==> config.mk <==
export PLATFORM = sky130hd
export DESIGN_NAME = memory_arbiter
export DESIGN_NICKNAME = d
export VERILOG_FILES = /design/src/rtl/memory_arbiter.sv
export SDC_FILE = /design/constraint.sdc
export NUM_CORES = 1
export LEC_CHECK = 0
export ABC_CLOCK_PERIOD_IN_PS = 3050
export CORE_AREA = 5 5 101 103
export CTS_BUF_LIST = sky130_fd_sc_hd__clkbuf_4
export DETAILED_ROUTE_END_ITERATION = 8
export DIE_AREA = 0 0 106 108
export PLACE_DENSITY_LB_ADDON = 0.15
export SETUP_SLACK_MARGIN = 0.3
export SYNTH_ARGS = -nofsm -noshare
export SYNTH_HDL_FRONTEND = slang
export SYNTH_SLANG_ARGS = --single-unit
==> constraint.sdc <==
create_clock -name CLK -period 3.05 [get_ports CLK]
set_clock_uncertainty 0.05 [all_clocks]
set_input_delay 0.305 -clock CLK [delete_from_list [all_inputs] [get_ports CLK]]
set_output_delay 0.305 -clock CLK [all_outputs]
set_load 0.05 [all_outputs]
==> src/rtl/memory_arbiter.sv <==
// Unified RAM port arbiter between instruction fetch and data access.
// Registered grant FSM with alternation, halt drain and wait-state timeout.
module memory_arbiter #(
    parameter int ADDR_W  = 32,
    parameter int DATA_W  = 32,
    parameter int TIMEOUT = 64
) (
    input  logic              CLK,
    input  logic              nRST,
    input  logic              iREN,
    input  logic [ADDR_W-1:0] iaddr,
    output logic              iwait,
    output logic [DATA_W-1:0] iload,
    input  logic              dREN,
    input  logic              dWEN,
    input  logic [ADDR_W-1:0] daddr,
    input  logic [DATA_W-1:0] dstore,
    output logic              dwait,
    output logic [DATA_W-1:0] dload,
    input  logic              halt,
    output logic              ramREN,
    output logic              ramWEN,
    output logic [ADDR_W-1:0] ramaddr,
    output logic [DATA_W-1:0] ramstore,
    input  logic [DATA_W-1:0] ramload,
    input  logic              ram_ready,
    output logic              bus_err,
    output logic              drained
);

    localparam int WCNT_W = (TIMEOUT > 2) ? $clog2(TIMEOUT) : 1;
    localparam logic [WCNT_W-1:0] WCNT_LAST = WCNT_W'(TIMEOUT - 1);

    typedef enum logic [1:0] {
        IDLE,
        GRANT_I,
        GRANT_D,
        ERR
    } state_t;

    state_t            state_q, state_d;
    logic              last_d_q, last_d_d;
    logic [WCNT_W-1:0] wcnt_q, wcnt_d;
    logic              halt_seen_q, halt_seen_d;
    logic              dreq;

    assign dreq = dREN | dWEN;
    assign drained = halt_seen_q & (state_q == IDLE);

    always_ff @(posedge CLK or negedge nRST) begin
        if (!nRST) begin
            state_q     <= IDLE;
            last_d_q    <= 1'b0;
            wcnt_q      <= '0;
            halt_seen_q <= 1'b0;
        end else begin
            state_q     <= state_d;
            last_d_q    <= last_d_d;
            wcnt_q      <= wcnt_d;
            halt_seen_q <= halt_seen_d;
        end
    end

    always_comb begin
        state_d     = state_q;
        last_d_d    = last_d_q;
        wcnt_d      = wcnt_q;
        halt_seen_d = halt_seen_q | halt;
        ramREN      = 1'b0;
        ramWEN      = 1'b0;
        ramaddr     = '0;
        ramstore    = '0;
        iwait       = iREN;
        dwait       = dreq;
        iload       = '0;
        dload       = '0;
        bus_err     = 1'b0;

        unique case (state_q)
            IDLE: begin
                // Under contention the side not served last time goes next
                if (!halt_seen_q) begin
                    if (dreq && (!iREN || !last_d_q)) begin
                        state_d  = GRANT_D;
                        last_d_d = 1'b1;
                        wcnt_d   = '0;
                    end else if (iREN) begin
                        state_d  = GRANT_I;
                        last_d_d = 1'b0;
                        wcnt_d   = '0;
                    end
                end
            end
            GRANT_I: begin
                ramREN  = iREN;
                ramaddr = iaddr;
                if (!iREN) begin
                    state_d = IDLE;
                end else if (ram_ready) begin
                    iwait   = 1'b0;
                    iload   = ramload;
                    state_d = IDLE;
                end else if (wcnt_q == WCNT_LAST) begin
                    state_d = ERR;
                end else begin
                    wcnt_d = wcnt_q + WCNT_W'(1);
                end
            end
            GRANT_D: begin
                ramaddr  = daddr;
                ramstore = dstore;
                ramWEN   = dWEN;
                ramREN   = dREN & ~dWEN;
                if (!dreq) begin
                    state_d = IDLE;
                end else if (ram_ready) begin
                    dwait   = 1'b0;
                    dload   = ramload;
                    state_d = IDLE;
                end else if (wcnt_q == WCNT_LAST) begin
                    state_d = ERR;
                end else begin
                    wcnt_d = wcnt_q + WCNT_W'(1);
                end
            end
            ERR: begin
                // Release the aborted owner with a zero load
                bus_err = 1'b1;
                if (last_d_q) dwait = 1'b0;
                else iwait = 1'b0;
                state_d = IDLE;
            end
            default: state_d = IDLE;
        endcase
    end

endmodule

==> results.json, run 1 <==
{
  "maximum_clock_frequency_ghz": 0.409,
  "root_buffer": "clkbuf_4",
  "drive_above_1_share_pct": 27.8,
  "die_width_um": 106,
  "overall_global_routing_resource_usage_pct": 18.4,
  "power.static_leakage_nw": 2.13,
  "mostFrequentLayoutCell": "clkdlybuf4s50_1",
  "whs_ps": 317,
  "setup.worst_path.class": "flop to output pin",
  "numCtsBuffers": 3,
  "synth-seq-area-share_pct": 13.2,
  "synthesis.instances": 304,
  "dieHeight_um": 108,
  "end_kind": "output pin",
  "worst_voltage_drop_across_the_vdd_grid_v": 0.000276,
  "gp_congestion": 0.789,
  "mappedNetlistNets": 445,
  "setup_repair_after_global_routing_missed_its_margin": "false",
  "path_clk_slew_ps": 60,
  "worst_ep_arrival_time_ps": 2090,
  "timing.final.ws_setup_ps": 604,
  "cts_tree": "done",
  "drt-met1-wl_um": 3980,
  "initial_core_util_pct": 20.8,
  "ctsHtreeMaxLevel": 1,
  "dp_hpwl_um": 10100,
  "clk-insertion-delay-late_ps": 260,
  "synthesized_area_per_cell_um2": 6.24,
  "max_cap_violations": 0,
  "period_minus_slack_ps": 2450,
  "reg2reg_slack_ps": 730,
  "worstPathRequired_ps": 2690,
  "finalSetupViolCount": 0,
  "met2_length_um": 6060,
  "die_area_um2": 11400,
  "drc": 0,
  "final.period_utilization_pct": 80.2,
  "num_antenna_cells": 0,
  "grt_overflow": 0,
  "final_net_count": 696,
  "drt-vias-per-instance": 4.68,
  "topRoutingLayerUsed": "met4",
  "slew_headroom_pct": 62.6,
  "routed_wire_length_per_instance_um": 17.6,
  "hold_viol": 0,
  "min-delay-path-class": "input port to async pin",
  "synth_seq_cells": 10,
  "register_to_register_path_depth": 8,
  "fin_setup_tns_ps": 0,
  "first_pass_grt_wire_length_um": 16800,
  "reg2reg_from": "state_q[1]",
  "vias_in_the_first_global_route": 3068,
  "port_buffers": 268,
  "vias": 3107,
  "top_level_ports": 269,
  "synth_area_um2": 1900,
  "count_of_tritonroute_iterations_in_the_first_routing_pass": 4,
  "antenna_violations_before_repair": 0,
  "detailroute.wirelength.met3_um": 1510,
  "worst_slew_pin_slew_ps": 560,
  "path_max_fanout": 52,
  "cts_num_sinks": 10,
  "finalCoreUtilization_pct": 56.7,
  "drt_iter0_markers": 147,
  "maxSlewViolCount": 0,
  "run_status": "completed",
  "syn2layout_area_growth_pct": 172,
  "row_count": 35,
  "power_density_nw_per_um2": 663,
  "dpl_worst_slack_ps": 704,
  "cp-startpoint": "state_q[0]",
  "fp.coreArea_um2": 9110,
  "number_of_synthesis_warnings": 0,
  "synth.lib_cells_used.distinct": 36,
  "worstSetupStartpointType": "flop",
  "maximum_number_of_pins_on_one_net_before_global_route_repair": 53,
  "ant_nets": 0,
  "postRouteWirelength_um": 11700,
  "mostFrequentLayoutCells": "clkdlybuf4s50_1 (136), buf_4 (74), nor2_1 (66)",
  "rr_endpoint": "state_q[1]",
  "clockBufferDepth": 2
}
logic make-up (layout without fill, tap and decap cells):
group / after synthesis / in the layout / share of synthesized area [%]
fa+ha+maj: 6 / 6 / 3.96
flops: 10 / 10 / 13.2
compound gates: 55 / 55 / 21.7
buf+inv: 40 / 289 / 8.90
mux: 7 / 7 / 3.83
simple gates: 186 / 186 / 48.4
per-stage QoR:
stage	power, mW	std cells	cell area [µm²]
detailed placement	3.35	661	5140
finish	3.42	664	5160
global route	3.60	664	5160
global placement	3.32	661	5140
floorplan	2.24	304	1900
CTS	3.44	664	5160
power breakdown:
| part | switching, mW | internal (mW) |
|---|---|---|
| clock | 0.0444 | 0.0456 |
| sequential | 0.0286 | 0.164 |
| combinational | 1.99 | 1.15 |
| total | 2.06 | 1.36 |
cell type report:
type	instances	area, µm²
inverters	10	37.5
fillers	830	3940
well taps	111	139
repair buffers	276	3230
multi-input cells	254	1490
clock buffers	3	22.5
flip-flops and latches	10	250
worst max-delay path: stages, from the launching register on:
cell,delay (ps)
dfrtp_1,410
inv_1,130
ha_2,420
buf_6,340
a22oi_1,160
nor2b_1,150
buf_4,210
metal layers:
metal  track usage, %  up-vias
li1                 -     1508
met3             9.73       10
met2             34.5      181
met4             3.52        0
met1             18.1     1408
met5                0        -
cell usage after synthesis, drive strengths merged:
master | n | area, µm²
nor2 | 66 | 248
nand2 | 40 | 150
and2 | 35 | 219
nor2b | 33 | 206
a22oi | 32 | 240
clkbuf | 25 | 93.8
dfrtp | 10 | 250
inv | 10 | 37.5
o31ai | 8 | 60.1
ha | 6 | 75.1
buf | 5 | 37.5
mux2i | 5 | 50.1
o21ai | 4 | 20.0
nor4b | 3 | 32.5
a21oi | 2 | 10.0
mux2 | 2 | 22.5
nand3 | 2 | 10.0
nor3 | 2 | 15.0
o2bb2ai | 2 | 17.5
a211oi | 1 | 7.51
a221o | 1 | 10.0
a222oi | 1 | 10.0
a2bb2oi | 1 | 8.76
a31o | 1 | 8.76
and3 | 1 | 6.26
nand2b | 1 | 6.26
nand4 | 1 | 6.26
nor4 | 1 | 12.5
o211a | 1 | 10.0
o31a | 1 | 8.76
or2 | 1 | 6.26
registers in the layout (all words and copies together) (netlist names):
signal / count
last_d_q: 1
halt_seen_q: 1
state_q: 2
wcnt_q: 6
repair_timing:
| action | CTS | global route |
|---|---|---|
| setup buffers | 0 | 0 |
| gates resized for setup | 0 | 2 |
| hold buffers | 0 | 0 |
| setup endpoints to repair | 0 | 3 |
how the worst max path moves through the flow:
| stage | endpoint | slack, ps | cells past startpoint |
|---|---|---|---|
| floorplan | dwait | 470 | 6 |
| CTS | ramaddr[4] | 480 | 6 |
| detailed placement | wcnt_q[0] | 700 | 6 |
| finish | ramaddr[4] | 600 | 6 |
| global route | iload[13] | 430 | 7 |
| global placement | wcnt_q[0] | 780 | 6 |
(Power assumes the default switching activity.)
==> run 2, diff against run 1 <==
--- a/config.mk
+++ b/config.mk
@@ -5,11 +5,11 @@
 export SDC_FILE = /design/constraint.sdc
 export NUM_CORES = 1
 export LEC_CHECK = 0
-export ABC_CLOCK_PERIOD_IN_PS = 3050
-export CORE_AREA = 5 5 101 103
+export ABC_CLOCK_PERIOD_IN_PS = 2450
+export CORE_AREA = 5 5 102 104
 export CTS_BUF_LIST = sky130_fd_sc_hd__clkbuf_4
 export DETAILED_ROUTE_END_ITERATION = 8
-export DIE_AREA = 0 0 106 108
+export DIE_AREA = 0 0 107 109
 export PLACE_DENSITY_LB_ADDON = 0.15
 export SETUP_SLACK_MARGIN = 0.3
 export SYNTH_ARGS = -nofsm -noshare
==> constraint.sdc (replaced) <==
create_clock -name CLK -period 2.45 [get_ports CLK]
set_clock_uncertainty 0.05 [all_clocks]
set_input_delay 0.245 -clock CLK [delete_from_list [all_inputs] [get_ports CLK]]
set_output_delay 0.245 -clock CLK [all_outputs]
set_load 0.05 [all_outputs]
==> results.json, run 2 (synthesis results as in run 1) <==
{
  "run_status": "completed",
  "cts_setup_buffers": 0,
  "die_area_um2": 11700,
  "hold_viol": 0,
  "worst_voltage_drop_across_the_vdd_grid_v": 0.000608,
  "power.static_leakage_nw": 2.41,
  "top_level_ports": 269,
  "maximum_number_of_pins_on_one_net_before_global_route_repair": 41,
  "numCtsBuffers": 3,
  "slew_headroom_pct": 64.7,
  "drt-met1-wl_um": 4230,
  "largest_register_ffs": 6,
  "whs_ps": 264,
  "die_width_um": 107,
  "topRoutingLayerUsed": "met4",
  "gp_congestion": 0.816,
  "finalSetupViolCount": 0,
  "ant_nets": 0,
  "fin_setup_tns_ps": 0,
  "grt_overflow": 0,
  "path_clk_slew_ps": 70,
  "fp.coreArea_um2": 9460,
  "drt-vias-per-instance": 4.66,
  "antenna_violations_before_repair": 0,
  "syn2layout_area_growth_pct": 234,
  "dp_hpwl_um": 10500,
  "area_used_by_multi_input_combinational_logic_um2": 1710,
  "total_switching_power_mw": 2.87,
  "overall_global_routing_resource_usage_pct": 19.3,
  "clk-insertion-delay-late_ps": 260,
  "final.period_utilization_pct": 85.9,
  "drive_above_1_share_pct": 43.5,
  "first_pass_grt_wire_length_um": 17500,
  "largest_register": "wcnt_q",
  "maximum_clock_frequency_ghz": 0.475,
  "power_frac_seq_pct": 4.5,
  "routed_wire_length_per_instance_um": 18.1,
  "pwr-share-comb_pct": 93.4,
  "worst_ep_arrival_time_ps": 1810,
  "fill_cells": 737,
  "num_antenna_cells": 0,
  "row_count": 36,
  "vias_in_the_first_global_route": 3221,
  "final_net_count": 700,
  "cts_hold_repair.buffers": 0,
  "port_buffers": 268,
  "worst_slew_pin_slew_ps": 529,
  "drc": 0,
  "power_density_nw_per_um2": 867,
  "met2_length_um": 7040,
  "period_minus_slack_ps": 2110,
  "postRouteWirelength_um": 12200,
  "maxSlewViolCount": 0,
  "setup.worst_path.class": "flop to output pin",
  "setup_repair_after_global_routing_missed_its_margin": "true",
  "initial_core_util_pct": 20.1,
  "seqCellArea_um2": 251,
  "timing.critical_path.buf_inv": 1,
  "cts_tree": "done",
  "root_buffer": "clkbuf_4",
  "switching_share_pct": 52.2,
  "vias": 3134,
  "biggestRegsByFlops": "wcnt_q (6), state_q (2)",
  "timing.critical_path.max_delay_family": "buffers and inverters",
  "min-delay-path-class": "input port to async pin",
  "worstPathCellList": "ha_1 > clkdlybuf4s50_1",
  "path_max_fanout": 5,
  "post_layout_nonfiller_instances": 672,
  "clockBufferDepth": 2,
  "layout.cell_area.non_filler_um2": 6340,
  "mostFrequentLayoutCells": "clkdlybuf4s50_1 (135), buf_12 (135), nor2_2 (45)",
  "detailroute.wirelength.met3_um": 783,
  "timing.critical_path.slowest_stage_cell": "clkdlybuf4s50_1",
  "end_kind": "output pin",
  "power.clock.fraction_pct": 2.1,
  "finalCoreUtilization_pct": 67.0,
  "dpl_cell_area_um2": 6080,
  "cpPeakStageDelay_ps": 860,
  "worstSetupStartpointType": "flop",
  "worstPathRequired_ps": 2150,
  "dieHeight_um": 109,
  "dp.cells": 666,
  "cts_num_sinks": 10,
  "max_cap_violations": 0,
  "internal_power_mw": 2.63,
  "count_of_tritonroute_iterations_in_the_first_routing_pass": 4,
  "drt_iter0_markers": 116,
  "ctsHtreeMaxLevel": 1
}
-- run 2: layout make-up --
class / instances / area share, %
clock buffers: 3 / 0.355
flip-flops and latches: 10 / 3.97
repair buffers: 280 / 65.8
inverters: 10 / 0.592
clock inverters: 1 / 0.0592
multi-input cells: 254 / 27.0
well taps: 114 / 2.25
-- run 2: metrics by stage --
stage	setup slack [ps]	power (mW)
2_1_floorplan	306	2.91
4_1_cts	276	5.42
3_5_place_dp	290	5.22
3_3_place_gp	322	5.15
5_1_grt	271	5.75
6_report	345	5.49
-- run 2: final timing paths --
path | from | end | slack, ps | depth (start not counted)
worst max register to register | state_q[0] | wcnt_q[0] | 420 | 6
worst min-delay path | nRST | wcnt_q[1] | 260 | 1
max in group asynchronous | nRST | state_q[1] | 1710 | 1
min in group CLK | halt_seen_q | halt_seen_q | 460 | 1
worst min register to register | halt_seen_q | halt_seen_q | 460 | 1
worst max-delay path | state_q[0] | bus_err | 340 | 2
-- run 2: metal layers --
metal | vias up | global-route usage [%]
met5 | - | 0
met4 | 0 | 3.74
met3 | 10 | 5.45
met2 | 111 | 37.9
met1 | 1485 | 20.6
li1 | 1528 | -
-- run 2: timing repair --
item / CTS / global route
gates resized for setup: 45 / 22
cloned: 0 / 2
endpoints found under the setup margin: 69 / 101
pin swaps: 0 / 0
-- run 2: power by group through the flow --
stage	Combinational, mW	Sequential, mW	Clock [mW]
after floorplan	2.68	0.234	0
after global placement	4.91	0.241	0
after detailed placement	4.97	0.244	0
after CTS	5.05	0.243	0.121
after global routing	5.37	0.255	0.127
final	5.13	0.250	0.114
